File: config.mk
export PLATFORM = sky130hd
export DESIGN_NAME = decrypt_seq_ctrl_flat
export DESIGN_NICKNAME = d
export VERILOG_FILES = /design/src/rtl/decrypt_seq_ctrl_pkg.sv /design/src/rtl/decrypt_seq_ctrl_if.sv /design/src/rtl/decrypt_seq_ctrl_mem_port_mux.sv /design/src/rtl/decrypt_seq_ctrl.sv /design/src/flat_wrapper.sv
export SDC_FILE = /design/constraint.sdc
export NUM_CORES = 1
export LEC_CHECK = 0
export BUFFER_PORTS_ARGS = -buffer_cell sky130_fd_sc_hd__buf_2
export CAP_MARGIN = 15
export CELL_PAD_IN_SITES_DETAIL_PLACEMENT = 0
export CELL_PAD_IN_SITES_GLOBAL_PLACEMENT = 1
export CORE_AREA = 8 8 111 139
export DETAILED_ROUTE_END_ITERATION = 10
export DIE_AREA = 0 0 119 147
export MAX_ROUTING_LAYER = met4
export PLACE_DENSITY_LB_ADDON = 0.2
export SYNTH_ARGS = -nofsm -noshare
export SYNTH_HDL_FRONTEND = slang
export SYNTH_SLANG_ARGS = --single-unit
File: constraint.sdc
create_clock -name clk -period 5.5 [get_ports clk]
set_clock_uncertainty 0.15 [all_clocks]
set_input_delay 0.825 -clock clk [delete_from_list [all_inputs] [get_ports clk]]
set_output_delay 0.825 -clock clk [all_outputs]
set_load 0.03 [all_outputs]
File: src/rtl/decrypt_seq_ctrl_pkg.sv
// rtl/decrypt_seq_ctrl_pkg.sv - shared encodings and helpers for the ROLLO decryption sequencer
package decrypt_seq_ctrl_pkg;

   // State encoding doubles as the externally visible status code.
   typedef enum logic [2:0] {
      ST_IDLE = 3'd0,
      ST_MUL  = 3'd1,
      ST_GEN  = 3'd2,
      ST_RSR  = 3'd3,
      ST_HASH = 3'd4,
      ST_DONE = 3'd5,
      ST_ERR  = 3'd6
   } state_t;

   localparam logic [2:0] ERR_NONE = 3'd0;
   localparam logic [2:0] ERR_MUL  = 3'd1;
   localparam logic [2:0] ERR_GEN  = 3'd2;
   localparam logic [2:0] ERR_RSR  = 3'd3;
   localparam logic [2:0] ERR_HASH = 3'd4;

   function automatic int iter_w(input int iter);
      return (iter > 1) ? $clog2(iter) : 1;
   endfunction

endpackage

File: src/rtl/decrypt_seq_ctrl_if.sv
// rtl/decrypt_seq_ctrl_if.sv - engine handshake and shared S1S2 memory port bundle
interface decrypt_seq_ctrl_if #(
   parameter int AW = 9,
   parameter int DW = 16
) ();
   logic          mul_start, gen_start, rsr_start, hash_start;
   logic          mul_done, gen_done, rsr_done, hash_done;
   logic [AW-1:0] gen_addr, rsr_addra, rsr_addrb, hash_addr;
   logic          gen_we, rsr_wea, rsr_web, hash_we;
   logic [DW-1:0] gen_di, rsr_dia, rsr_dib;
   logic [AW-1:0] mem_addra, mem_addrb;
   logic          mem_wea, mem_web;
   logic [DW-1:0] mem_dia, mem_dib;

   modport master (
      output mul_start, gen_start, rsr_start, hash_start,
      input  mul_done, gen_done, rsr_done, hash_done,
      input  gen_addr, rsr_addra, rsr_addrb, hash_addr,
      input  gen_we, rsr_wea, rsr_web, hash_we,
      input  gen_di, rsr_dia, rsr_dib,
      output mem_addra, mem_addrb, mem_wea, mem_web, mem_dia, mem_dib
   );

   modport slave (
      input  mul_start, gen_start, rsr_start, hash_start,
      output mul_done, gen_done, rsr_done, hash_done,
      output gen_addr, rsr_addra, rsr_addrb, hash_addr,
      output gen_we, rsr_wea, rsr_web, hash_we,
      output gen_di, rsr_dia, rsr_dib,
      input  mem_addra, mem_addrb, mem_wea, mem_web, mem_dia, mem_dib
   );
endinterface

File: src/rtl/decrypt_seq_ctrl_mem_port_mux.sv
// rtl/decrypt_seq_ctrl_mem_port_mux.sv - phase-selected, MEM_PIPE-deep registered mux onto the shared S1S2 ports
module mem_port_mux
   import decrypt_seq_ctrl_pkg::*;
#(
   parameter int AW       = 9,
   parameter int DW       = 16,
   parameter int MEM_PIPE = 2
) (
   input  logic          clk,
   input  logic          rst_b,
   input  state_t        sel,
   input  logic [AW-1:0] gen_addr,
   input  logic          gen_we,
   input  logic [DW-1:0] gen_di,
   input  logic [AW-1:0] rsr_addra,
   input  logic          rsr_wea,
   input  logic [DW-1:0] rsr_dia,
   input  logic [AW-1:0] rsr_addrb,
   input  logic          rsr_web,
   input  logic [DW-1:0] rsr_dib,
   input  logic [AW-1:0] hash_addr,
   output logic [AW-1:0] mem_addra,
   output logic          mem_wea,
   output logic [DW-1:0] mem_dia,
   output logic [AW-1:0] mem_addrb,
   output logic          mem_web,
   output logic [DW-1:0] mem_dib
);
   localparam int PORT_W = AW + 1 + DW;
   localparam int PW     = 2 * PORT_W;

   logic [PW-1:0] sel_w;
   logic [PW-1:0] pipe [MEM_PIPE];

   // addr, we and data travel together so a late request still lands intact.
   always_comb begin
      sel_w = '0;
      case (sel)
         ST_GEN:  sel_w = {gen_addr, gen_we, gen_di, {PORT_W{1'b0}}};
         ST_RSR:  sel_w = {rsr_addra, rsr_wea, rsr_dia, rsr_addrb, rsr_web, rsr_dib};
         ST_HASH: sel_w = {hash_addr, 1'b0, {DW{1'b0}}, {PORT_W{1'b0}}};
         default: sel_w = '0;
      endcase
   end

   always_ff @(posedge clk or negedge rst_b) begin
      if (!rst_b) begin
         for (int i = 0; i < MEM_PIPE; i++) pipe[i] <= '0;
      end else begin
         pipe[0] <= sel_w;
         for (int i = 1; i < MEM_PIPE; i++) pipe[i] <= pipe[i-1];
      end
   end

   assign {mem_addra, mem_wea, mem_dia, mem_addrb, mem_web, mem_dib} = pipe[MEM_PIPE-1];

endmodule

File: src/rtl/decrypt_seq_ctrl.sv
// rtl/decrypt_seq_ctrl.sv - ROLLO decryption phase sequencer with watchdog, abort and shared-port mux
module decrypt_seq_ctrl
   import decrypt_seq_ctrl_pkg::*;
#(
   parameter int ITER     = 6,
   parameter int AW       = 9,
   parameter int M        = 8,
   parameter int DW       = 2*M,
   parameter int TMO_W    = 20,
   parameter int MEM_PIPE = 2
) (
   input  logic                    clk,
   input  logic                    rst_b,
   input  logic                    start,
   input  logic                    abort,
   input  logic                    hash_en,
   output logic                    busy,
   output logic                    finish,
   output logic                    err,
   output logic [2:0]              err_code,
   output logic [2:0]              status,
   output logic [iter_w(ITER)-1:0] iterate,
   output logic                    mat_sel,
   output logic                    is_last,
   decrypt_seq_ctrl_if.master      eng
);
   localparam int IW = iter_w(ITER);
   // One below all-ones: ERR is registered on the edge where the count would reach 2^TMO_W-1.
   localparam logic [TMO_W-1:0] WD_LAST = {{(TMO_W-1){1'b1}}, 1'b0};

   state_t           state, next_state;
   logic [IW-1:0]    iter_q, iter_n;
   logic [TMO_W-1:0] wd;
   logic             hash_q, accept, tmo, last_round, in_phase;
   logic             mul_start_q, gen_start_q, rsr_start_q, hash_start_q;

   assign in_phase   = (state == ST_MUL) || (state == ST_GEN) ||
                       (state == ST_RSR) || (state == ST_HASH);
   assign accept     = start && !abort && ((state == ST_IDLE) || (state == ST_ERR));
   assign tmo        = in_phase && (wd == WD_LAST);
   assign last_round = (iter_q == IW'(ITER-2));

   // Done pulses are checked before tmo so a coincident done wins.
   always_comb begin
      next_state = state;
      iter_n     = iter_q;
      if (abort) begin
         next_state = ST_IDLE;
         iter_n     = '0;
      end else begin
         case (state)
            ST_IDLE, ST_ERR: begin
               if (start) begin
                  next_state = ST_MUL;
                  iter_n     = '0;
               end
            end
            ST_MUL: begin
               if (eng.mul_done) begin
                  next_state = ST_GEN;
                  iter_n     = '0;
               end else if (tmo) begin
                  next_state = ST_ERR;
               end
            end
            ST_GEN: begin
               if (eng.gen_done)  next_state = ST_RSR;
               else if (tmo)      next_state = ST_ERR;
            end
            ST_RSR: begin
               if (eng.rsr_done) begin
                  if (last_round) begin
                     next_state = hash_q ? ST_HASH : ST_DONE;
                  end else begin
                     next_state = ST_GEN;
                     iter_n     = iter_q + 1'b1;
                  end
               end else if (tmo) begin
                  next_state = ST_ERR;
               end
            end
            ST_HASH: begin
               if (eng.hash_done) next_state = ST_DONE;
               else if (tmo)      next_state = ST_ERR;
            end
            ST_DONE: next_state = ST_IDLE;
            default: next_state = ST_IDLE;
         endcase
      end
   end

   always_ff @(posedge clk or negedge rst_b) begin
      if (!rst_b) begin
         state        <= ST_IDLE;
         iter_q       <= '0;
         wd           <= '0;
         hash_q       <= 1'b0;
         err          <= 1'b0;
         err_code     <= ERR_NONE;
         mul_start_q  <= 1'b0;
         gen_start_q  <= 1'b0;
         rsr_start_q  <= 1'b0;
         hash_start_q <= 1'b0;
      end else begin
         state  <= next_state;
         iter_q <= iter_n;
         if ((next_state != state) || !in_phase) wd <= '0;
         else                                    wd <= wd + 1'b1;
         if (accept) hash_q <= hash_en;
         err <= (next_state == ST_ERR);
         if ((next_state == ST_ERR) && (state != ST_ERR)) err_code <= state;
         else if (accept || abort)                         err_code <= ERR_NONE;
         mul_start_q  <= (next_state == ST_MUL)  && (state != ST_MUL);
         gen_start_q  <= (next_state == ST_GEN)  && (state != ST_GEN);
         rsr_start_q  <= (next_state == ST_RSR)  && (state != ST_RSR);
         hash_start_q <= (next_state == ST_HASH) && (state != ST_HASH);
      end
   end

   assign eng.mul_start  = mul_start_q;
   assign eng.gen_start  = gen_start_q;
   assign eng.rsr_start  = rsr_start_q;
   assign eng.hash_start = hash_start_q;

   assign busy    = in_phase;
   assign finish  = (state == ST_DONE);
   assign status  = state;
   assign iterate = iter_q;
   assign mat_sel = |iter_q;
   assign is_last = last_round;

   mem_port_mux #(
      .AW       (AW),
      .DW       (DW),
      .MEM_PIPE (MEM_PIPE)
   ) u_mem_port_mux (
      .clk       (clk),
      .rst_b     (rst_b),
      .sel       (state),
      .gen_addr  (eng.gen_addr),
      .gen_we    (eng.gen_we),
      .gen_di    (eng.gen_di),
      .rsr_addra (eng.rsr_addra),
      .rsr_wea   (eng.rsr_wea),
      .rsr_dia   (eng.rsr_dia),
      .rsr_addrb (eng.rsr_addrb),
      .rsr_web   (eng.rsr_web),
      .rsr_dib   (eng.rsr_dib),
      .hash_addr (eng.hash_addr),
      .mem_addra (eng.mem_addra),
      .mem_wea   (eng.mem_wea),
      .mem_dia   (eng.mem_dia),
      .mem_addrb (eng.mem_addrb),
      .mem_web   (eng.mem_web),
      .mem_dib   (eng.mem_dib)
   );

endmodule

File: src/flat_wrapper.sv
// flat-port wrapper written by rule: the top's interface ports become plain ports
module decrypt_seq_ctrl_flat import decrypt_seq_ctrl_pkg::*;
#(
   parameter int ITER     = 6,
   parameter int AW       = 9,
   parameter int M        = 8,
   parameter int DW       = 2*M,
   parameter int TMO_W    = 20,
   parameter int MEM_PIPE = 2
)
  (clk, rst_b, start, abort, hash_en, busy, finish, err, err_code, status, iterate, mat_sel, is_last, eng_mul_start, eng_gen_start, eng_rsr_start, eng_hash_start, eng_mul_done, eng_gen_done, eng_rsr_done, eng_hash_done, eng_gen_addr, eng_rsr_addra, eng_rsr_addrb, eng_hash_addr, eng_gen_we, eng_rsr_wea, eng_rsr_web, eng_hash_we, eng_gen_di, eng_rsr_dia, eng_rsr_dib, eng_mem_addra, eng_mem_addrb, eng_mem_wea, eng_mem_web, eng_mem_dia, eng_mem_dib);
  decrypt_seq_ctrl_if #(.AW(AW), .DW(DW)) eng_i ();
  input  logic clk;
  input  logic rst_b;
  input  logic start;
  input  logic abort;
  input  logic hash_en;
  output logic busy;
  output logic finish;
  output logic err;
  output logic [2:0] err_code;
  output logic [2:0] status;
  output logic [iter_w(ITER)-1:0] iterate;
  output logic mat_sel;
  output logic is_last;
  output wire logic [$bits(eng_i.mul_start)-1:0] eng_mul_start;
  output wire logic [$bits(eng_i.gen_start)-1:0] eng_gen_start;
  output wire logic [$bits(eng_i.rsr_start)-1:0] eng_rsr_start;
  output wire logic [$bits(eng_i.hash_start)-1:0] eng_hash_start;
  input wire logic [$bits(eng_i.mul_done)-1:0] eng_mul_done;
  input wire logic [$bits(eng_i.gen_done)-1:0] eng_gen_done;
  input wire logic [$bits(eng_i.rsr_done)-1:0] eng_rsr_done;
  input wire logic [$bits(eng_i.hash_done)-1:0] eng_hash_done;
  input wire logic [$bits(eng_i.gen_addr)-1:0] eng_gen_addr;
  input wire logic [$bits(eng_i.rsr_addra)-1:0] eng_rsr_addra;
  input wire logic [$bits(eng_i.rsr_addrb)-1:0] eng_rsr_addrb;
  input wire logic [$bits(eng_i.hash_addr)-1:0] eng_hash_addr;
  input wire logic [$bits(eng_i.gen_we)-1:0] eng_gen_we;
  input wire logic [$bits(eng_i.rsr_wea)-1:0] eng_rsr_wea;
  input wire logic [$bits(eng_i.rsr_web)-1:0] eng_rsr_web;
  input wire logic [$bits(eng_i.hash_we)-1:0] eng_hash_we;
  input wire logic [$bits(eng_i.gen_di)-1:0] eng_gen_di;
  input wire logic [$bits(eng_i.rsr_dia)-1:0] eng_rsr_dia;
  input wire logic [$bits(eng_i.rsr_dib)-1:0] eng_rsr_dib;
  output wire logic [$bits(eng_i.mem_addra)-1:0] eng_mem_addra;
  output wire logic [$bits(eng_i.mem_addrb)-1:0] eng_mem_addrb;
  output wire logic [$bits(eng_i.mem_wea)-1:0] eng_mem_wea;
  output wire logic [$bits(eng_i.mem_web)-1:0] eng_mem_web;
  output wire logic [$bits(eng_i.mem_dia)-1:0] eng_mem_dia;
  output wire logic [$bits(eng_i.mem_dib)-1:0] eng_mem_dib;
  assign eng_mul_start = eng_i.mul_start;
  assign eng_gen_start = eng_i.gen_start;
  assign eng_rsr_start = eng_i.rsr_start;
  assign eng_hash_start = eng_i.hash_start;
  assign eng_i.mul_done = eng_mul_done;
  assign eng_i.gen_done = eng_gen_done;
  assign eng_i.rsr_done = eng_rsr_done;
  assign eng_i.hash_done = eng_hash_done;
  assign eng_i.gen_addr = eng_gen_addr;
  assign eng_i.rsr_addra = eng_rsr_addra;
  assign eng_i.rsr_addrb = eng_rsr_addrb;
  assign eng_i.hash_addr = eng_hash_addr;
  assign eng_i.gen_we = eng_gen_we;
  assign eng_i.rsr_wea = eng_rsr_wea;
  assign eng_i.rsr_web = eng_rsr_web;
  assign eng_i.hash_we = eng_hash_we;
  assign eng_i.gen_di = eng_gen_di;
  assign eng_i.rsr_dia = eng_rsr_dia;
  assign eng_i.rsr_dib = eng_rsr_dib;
  assign eng_mem_addra = eng_i.mem_addra;
  assign eng_mem_addrb = eng_i.mem_addrb;
  assign eng_mem_wea = eng_i.mem_wea;
  assign eng_mem_web = eng_i.mem_web;
  assign eng_mem_dia = eng_i.mem_dia;
  assign eng_mem_dib = eng_i.mem_dib;
  decrypt_seq_ctrl #(.ITER(ITER), .AW(AW), .M(M), .DW(DW), .TMO_W(TMO_W), .MEM_PIPE(MEM_PIPE)) u_core (.clk(clk), .rst_b(rst_b), .start(start), .abort(abort), .hash_en(hash_en), .busy(busy), .finish(finish), .err(err), .err_code(err_code), .status(status), .iterate(iterate), .mat_sel(mat_sel), .is_last(is_last), .eng(eng_i));
endmodule
==> reports/results.txt, run 1 <==
Initial Util: 0.417
Top FF cell, synth: dfrtp_1
Die ar.: 0.0175 sq mm
Max Cap Violations: 0
First drt pass iteration count: 4
Post-CTS Hold Buffers: 0
Final Max Slew Viols: 0
Die Width: 119 um
Final-layout fill cell count: 1177
Post-Syn Area: 0.00559 sq mm
FMAX: 333 MHz
GRT Overall Usage: 0.148
Share of post-route cells with drive strength above 1: 0.361
Reg2Reg Depth: 7
Post-synthesis cell count: 461
CTS buffer count: 17
Multi-input gate area: 0.00161 sq mm
Flop2flop setup slack: 2750 ps
CP max FO: 23
Seq pwr share: 0.438
Synthesized Nets: 562
Switching share of power: 0.241
Fin crit period: 3010 ps
Worst setup margin: 2490 ps
CP Data Required Time: 4530 ps
Setup-failing EPs final: 0
Pre-CTS setup slack: 2690 ps
H-Tree Depth: 4
Num ports: 167
Largest net degree at the start of global routing: 95
Setup_tns: 0 ps
Asr flop ratio synth: 1.00
Clock Root Buffer: clkbuf_16
Die Span Y: 147 um
Antenna cells: 0
Setup CP Type: reg2out
Max Buffers Root-to-Sink: 2
Yosys warning total: 0
Comb pwr share: 0.090
Avg Cell Area, Syn: 12.1 sq um
Layout area overhead: 21.9%
Vias in the first global route: 3861
CTS tree: yes
Most frequent cells in the layout: 164 x buf_2, 139 x dfrtp_1, 34 x nor2_1
Crit path DAT: 2030 ps
Final WL: 12200 um
NetSw: 0.000594 W
Total power: 0.00246 W
Initial antenna violation count: 0
Outcome: finished, final reports clean
Overflow after GRT: 0
FF+latch area: 0.00348 sq mm
Core box area: 0.0134 sq mm
Seq/Total Area, Yosys: 0.623
Hold Slack: 195 ps
Pwr dens: 361 mW/mm^2
Gpl congestion: 0.830
Most common cell after layout, fill and taps aside: buf_2
DR WL/cell: 15.9 um
Port Buffers: 165
DP HPWL: 9000 um
Worst-margin pin slew: 981 ps
Via Count: 3628
Hold path depth: 0
Slew headroom: 0.345
Worst-path clk slew: 60 ps
Post-Route Utilization: 0.509
CP Launch Type: flip-flop
# resized after CTS: 0
Row cnt: 48
Post-synth cell types: 58
Final Hold Viols: 0
Residual DRC: 0
Clock power share: 0.472
First-pass GRT wire length: 19900 um
Cell Int Power: 0.00187 W
Skew-Pair Late Insertion Delay: 410 ps
CTS Sinks: 139
# nets final: 680
Post-synth EDFFs: 0
CP Capture Type: output pin
Flops & latches, synth: 139
Maximum VDD drop: 0.142 mV
Final Cycle Share: 0.547
Vias per cell: 4.73
Postcts setup bufs: 0
Post-DRT Antenna Nets: 0
Number of DRC markers in iteration 0: 174
Leak: 3.52 nW
Hold Path Class: reg2reg
RSZ-0062 raised after global routing: no
## area by class of cell
cell class                      instances  area share
Clock inverter                         14      0.0274
Clock buffer                           18      0.0630
Multi-Input combinational cell        244       0.236
Tap cell                              175      0.0322
Timing Repair Buffer                  169       0.127
Sequential cell                       139       0.511
Inverter                                8     0.00441
## logic make-up (layout without fill, tap and decap cells)
kind of cell,count (synthesis),count (layout),share of synthesized area
buffers and inverters,78,209,0.0903
AOI/OAI and AO/OA,63,63,0.0793
adders and majority gates,4,4,0.00896
xor gates and xnor gates,20,20,0.0314
and+or+nand+nor,144,144,0.143
muxes,13,13,0.0244
DFF,139,139,0.623
## metrics by stage
| stage | area [sq um] | std cells |
|---|---|---|
| global placement | 6190 | 735 |
| detailed placement | 6190 | 735 |
| finish | 6810 | 767 |
| global route | 6810 | 767 |
| CTS | 6810 | 767 |
| floorplan | 5590 | 461 |
## cell usage after synthesis, types with 5 or more instances
master / instances / area [sq um]
dfrtp_1: 139 / 3480
buf_4: 51 / 383
nor2_1: 35 / 131
and2_1: 28 / 175
nand2_1: 24 / 90.1
a22o_1: 17 / 149
o21ai_0: 15 / 75.1
mux2i_1: 11 / 110
xor2_1: 11 / 96.3
a21oi_1: 10 / 50.1
clkbuf_1: 10 / 37.5
nand3_1: 10 / 50.1
xnor2_1: 9 / 78.8
inv_1: 7 / 26.3
nand4_1: 7 / 43.8
nand2b_1: 6 / 37.5
nor3_1: 5 / 25.0
## worst max-delay path: stages, from the launching register on
cell	delay (ps)
dfrtp_1	780
nor2_1	160
xor2_1	420
inv_1	70
buf_2	190
## sequential cells by signal, indices dropped and copies added, names as in the netlist, 3 cells and up
name                             cells
u_core.err_code                      3
u_core.iterate                       3
u_core.status                        3
u_core.u_mem_port_mux.mem_addra      9
u_core.u_mem_port_mux.mem_addrb      9
u_core.u_mem_port_mux.mem_dia       16
u_core.u_mem_port_mux.mem_dib       16
u_core.u_mem_port_mux.pipe          52
u_core.wd                           20
## layer usage
metal	share of wire	track usage	vias to the layer above	wire, um
met1	0.41	0.164	1753	5000
met2	0.51	0.241	110	6270
met3	0.055	0.0426	20	671
li1	-	-	1745	-
met5	0	-	-	0
met4	0.022	0.0672	0	270
## worst paths after layout
| check | from | end |
|---|---|---|
| setup / recovery | u_core.status[1]$_DFF_PN0_ | busy |
| hold / removal | u_core.u_mem_port_mux.pipe[93]$_DFF_PN0_ | u_core.u_mem_port_mux.mem_dia[15]$_DFF_PN0_ |
| setup reg to reg | u_core.status[2]$_DFF_PN0_ | u_core.wd[16]$_DFF_PN0_ |
| hold reg to reg | u_core.u_mem_port_mux.pipe[93]$_DFF_PN0_ | u_core.u_mem_port_mux.mem_dia[15]$_DFF_PN0_ |
| max in group asynchronous | rst_b | u_core.u_mem_port_mux.mem_dia[0]$_DFF_PN0_ |
| min in group asynchronous | rst_b | u_core.u_mem_port_mux.pipe[100]$_DFF_PN0_ |
## power by group through the flow
| stage | combinational, W | sequential [W] | clock (W) |
|---|---|---|---|
| final | 0.000220 | 0.00108 | 0.00116 |
| after global routing | 0.000243 | 0.00108 | 0.00125 |
| after CTS | 0.000226 | 0.00108 | 0.00119 |
| after detailed placement | 0.000225 | 0.00110 | 0 |
| after global placement | 0.000223 | 0.00110 | 0 |
| after floorplan | 0.000142 | 0.00110 | 0 |
Note: power is estimated with default switching activity, not from simulation.
==> inputs of run 2 (changes only) <==
CORE_AREA = 8 8 115 144   (was 8 8 111 139)
DIE_AREA = 0 0 123 152   (was 0 0 119 147)
clock period = 2.9 ns   (was 5.5 ns; I/O delays follow)
==> run 2 against run 1 <==
Net effect: sequential power rose by 89%; global-route usage fell by 0.59 points; routed wire length rose by 2.8%; first-iteration DRC count rose by 8.0%; via count rose by 0.61%; total power rose by 88%; sequential cell count did not move; combinational power rose by 98%; sequential share of layout area fell by 0.52 points; final cell count rose by 1.6%; critical path depth rose by 3; setup slack got worse by 2100 ps; largest cell class unchanged; largest power group unchanged.
==> reports/results.txt, run 2 (synthesized netlist as in run 1, its figures left out) <==
Outcome: finished, final reports clean
CTS tree: yes
CTS buffer count: 17
# nets final: 689
Worst r2r src: u_core.status[2]$_DFF_PN0_
Largest regs: u_core.u_mem_port_mux.pipe: 52 flops, u_core.wd: 20 flops
Hold path depth: 2
Postcts setup bufs: 0
DR WL/cell: 16.1 um
Post-DP Area: 0.00627 sq mm
Die Span Y: 152 um
CTS Sinks: 139
Switching share of power: 0.239
Hold Startpoint: eng_rsr_dib[13]
Vias per cell: 4.69
CP max FO: 16
Slew headroom: 0.373
Critical path cell sequence: buf_4 > nor3b_1 > and2b_2 > o31a_1 > o211ai_2 > or3b_1 > a21oi_1
Setup CP Type: reg2reg
Core box area: 0.0142 sq mm
Hold Path Class: in2reg
Initial Util: 0.393
First drt pass iteration count: 4
Most common cell after layout, fill and taps aside: buf_2
Num ports: 167
Worst-path clk slew: 60 ps
Final Hold Viols: 0
Pwr dens: 674 mW/mm^2
Reg2Reg Depth: 7
Comb pwr share: 0.094
First-pass GRT wire length: 19900 um
FMAX: 398 MHz
Antenna cells: 0
H-Tree Depth: 4
RSZ-0062 raised after global routing: no
Fin crit period: 2510 ps
Max incr delay on CP: 580 ps
Seq pwr share: 0.440
Final Max Slew Viols: 0
Hold EP: u_core.u_mem_port_mux.pipe[65]$_DFF_PN0_
FF-to-FF End: u_core.err_code[1]$_DFFE_PN0P_
Via Count: 3650
Worst path buffer plus inverter count: 1
CP Data Required Time: 3080 ps
GRT Overall Usage: 0.142
Vias in the first global route: 3864
Post-DRT Antenna Nets: 0
Clock Root Buffer: clkbuf_16
Worst-margin pin slew: 940 ps
DP HPWL: 9120 um
Overflow after GRT: 0
Largest net degree at the start of global routing: 65
Row cnt: 49
Flop2flop setup slack: 390 ps
Leak: 3.56 nW
Port Buffers: 165
Final instance area: 0.00688 sq mm
Final-layout fill cell count: 1311
Cell family with most CP delay: simple AND/OR/NAND/NOR gates
Clock power share: 0.466
Final Cycle Share: 0.867
Max Cap Violations: 0
Setup_tns: 0 ps
CP Launch Type: flip-flop
Crit path DAT: 2700 ps
Residual DRC: 0
Share of post-route cells with drive strength above 1: 0.369
Layout area overhead: 23.2%
Initial antenna violation count: 0
Max Buffers Root-to-Sink: 2
Skew-Pair Late Insertion Delay: 410 ps
Die Width: 123 um
CP Capture Type: flip-flop
Max reg flops: 52
Die ar.: 0.0187 sq mm
Slowest cell on the critical path: dfrtp_1
Total power: 0.00464 W
Most frequent cells in the layout: 164 x buf_2, 139 x dfrtp_1, 34 x nor2_1
Number of DRC markers in iteration 0: 188
Largest Register: u_core.u_mem_port_mux.pipe
Maximum VDD drop: 0.519 mV
Final WL: 12500 um
Cell Int Power: 0.00353 W
Post-Route Utilization: 0.484
NetSw: 0.00111 W
Gpl congestion: 0.807
Setup-failing EPs final: 0
[run 2: cell types whose count changed in the layout (fill, tap and decap cells not counted)]
cell	before	now
buf_12	0	1
buf_4	4	11
clkinv_2	1	3
clkinv_4	3	1
clkinvlp_4	1	4
dlygate4sd3_1	0	1
inv_6	4	3
inv_8	2	0
[run 2: timing repair]
action                    CTS  global route
hold endpoints to repair   61             0
resized for setup           0             0
hold buffers                1             0
[run 2: how the worst max path moves through the flow]
stage,from,to,slack (ps),depth (start not counted)
after floorplan,u_core.iterate[0]$_DFFE_PN0P_,u_core.hash_q$_DFFE_PN0P_,560,8
after global placement,u_core.status[2]$_DFF_PN0_,u_core.u_mem_port_mux.pipe[79]$_DFF_PN0_,430,4
after detailed placement,u_core.status[2]$_DFF_PN0_,u_core.u_mem_port_mux.pipe[91]$_DFF_PN0_,400,4
after CTS,u_core.status[2]$_DFF_PN0_,u_core.err_code[1]$_DFFE_PN0P_,380,7
after global routing,u_core.status[2]$_DFF_PN0_,u_core.err_code[1]$_DFFE_PN0P_,220,7
final,u_core.status[2]$_DFF_PN0_,u_core.err_code[1]$_DFFE_PN0P_,390,7
[run 2: power groups by stage]
stage,Clock (W),Sequential [W],Combinational (W)
floorplan,0,0.00208,0.000270
global placement,0,0.00207,0.000437
detailed placement,0,0.00208,0.000441
CTS,0.00223,0.00204,0.000444
global route,0.00231,0.00205,0.000478
finish,0.00216,0.00204,0.000435
[run 2: layout make-up]
class | instances | area, sq um | area share
sequential | 139 | 3480 | 0.506
multi-input combinational | 244 | 1610 | 0.233
timing repair buffer | 178 | 945 | 0.137
clock buffer | 18 | 429 | 0.0624
tap | 178 | 223 | 0.0324
clock inverter | 14 | 170 | 0.0247
inverter | 8 | 30.0 | 0.00436
[run 2: per-layer routing]
layer	part of all wire	track usage
met5	0	-
met4	0.016	0.0546
met3	0.067	0.0467
met2	0.49	0.220
met1	0.43	0.167
[run 2: per-stage QoR]
step	setup slack, ps	instances	hold slack (ps)
after floorplan	555	461	-10.6
after global placement	428	746	181
after detailed placement	398	746	185
after CTS	385	779	53.1
after global routing	215	779	57.7
final	386	779	76.9
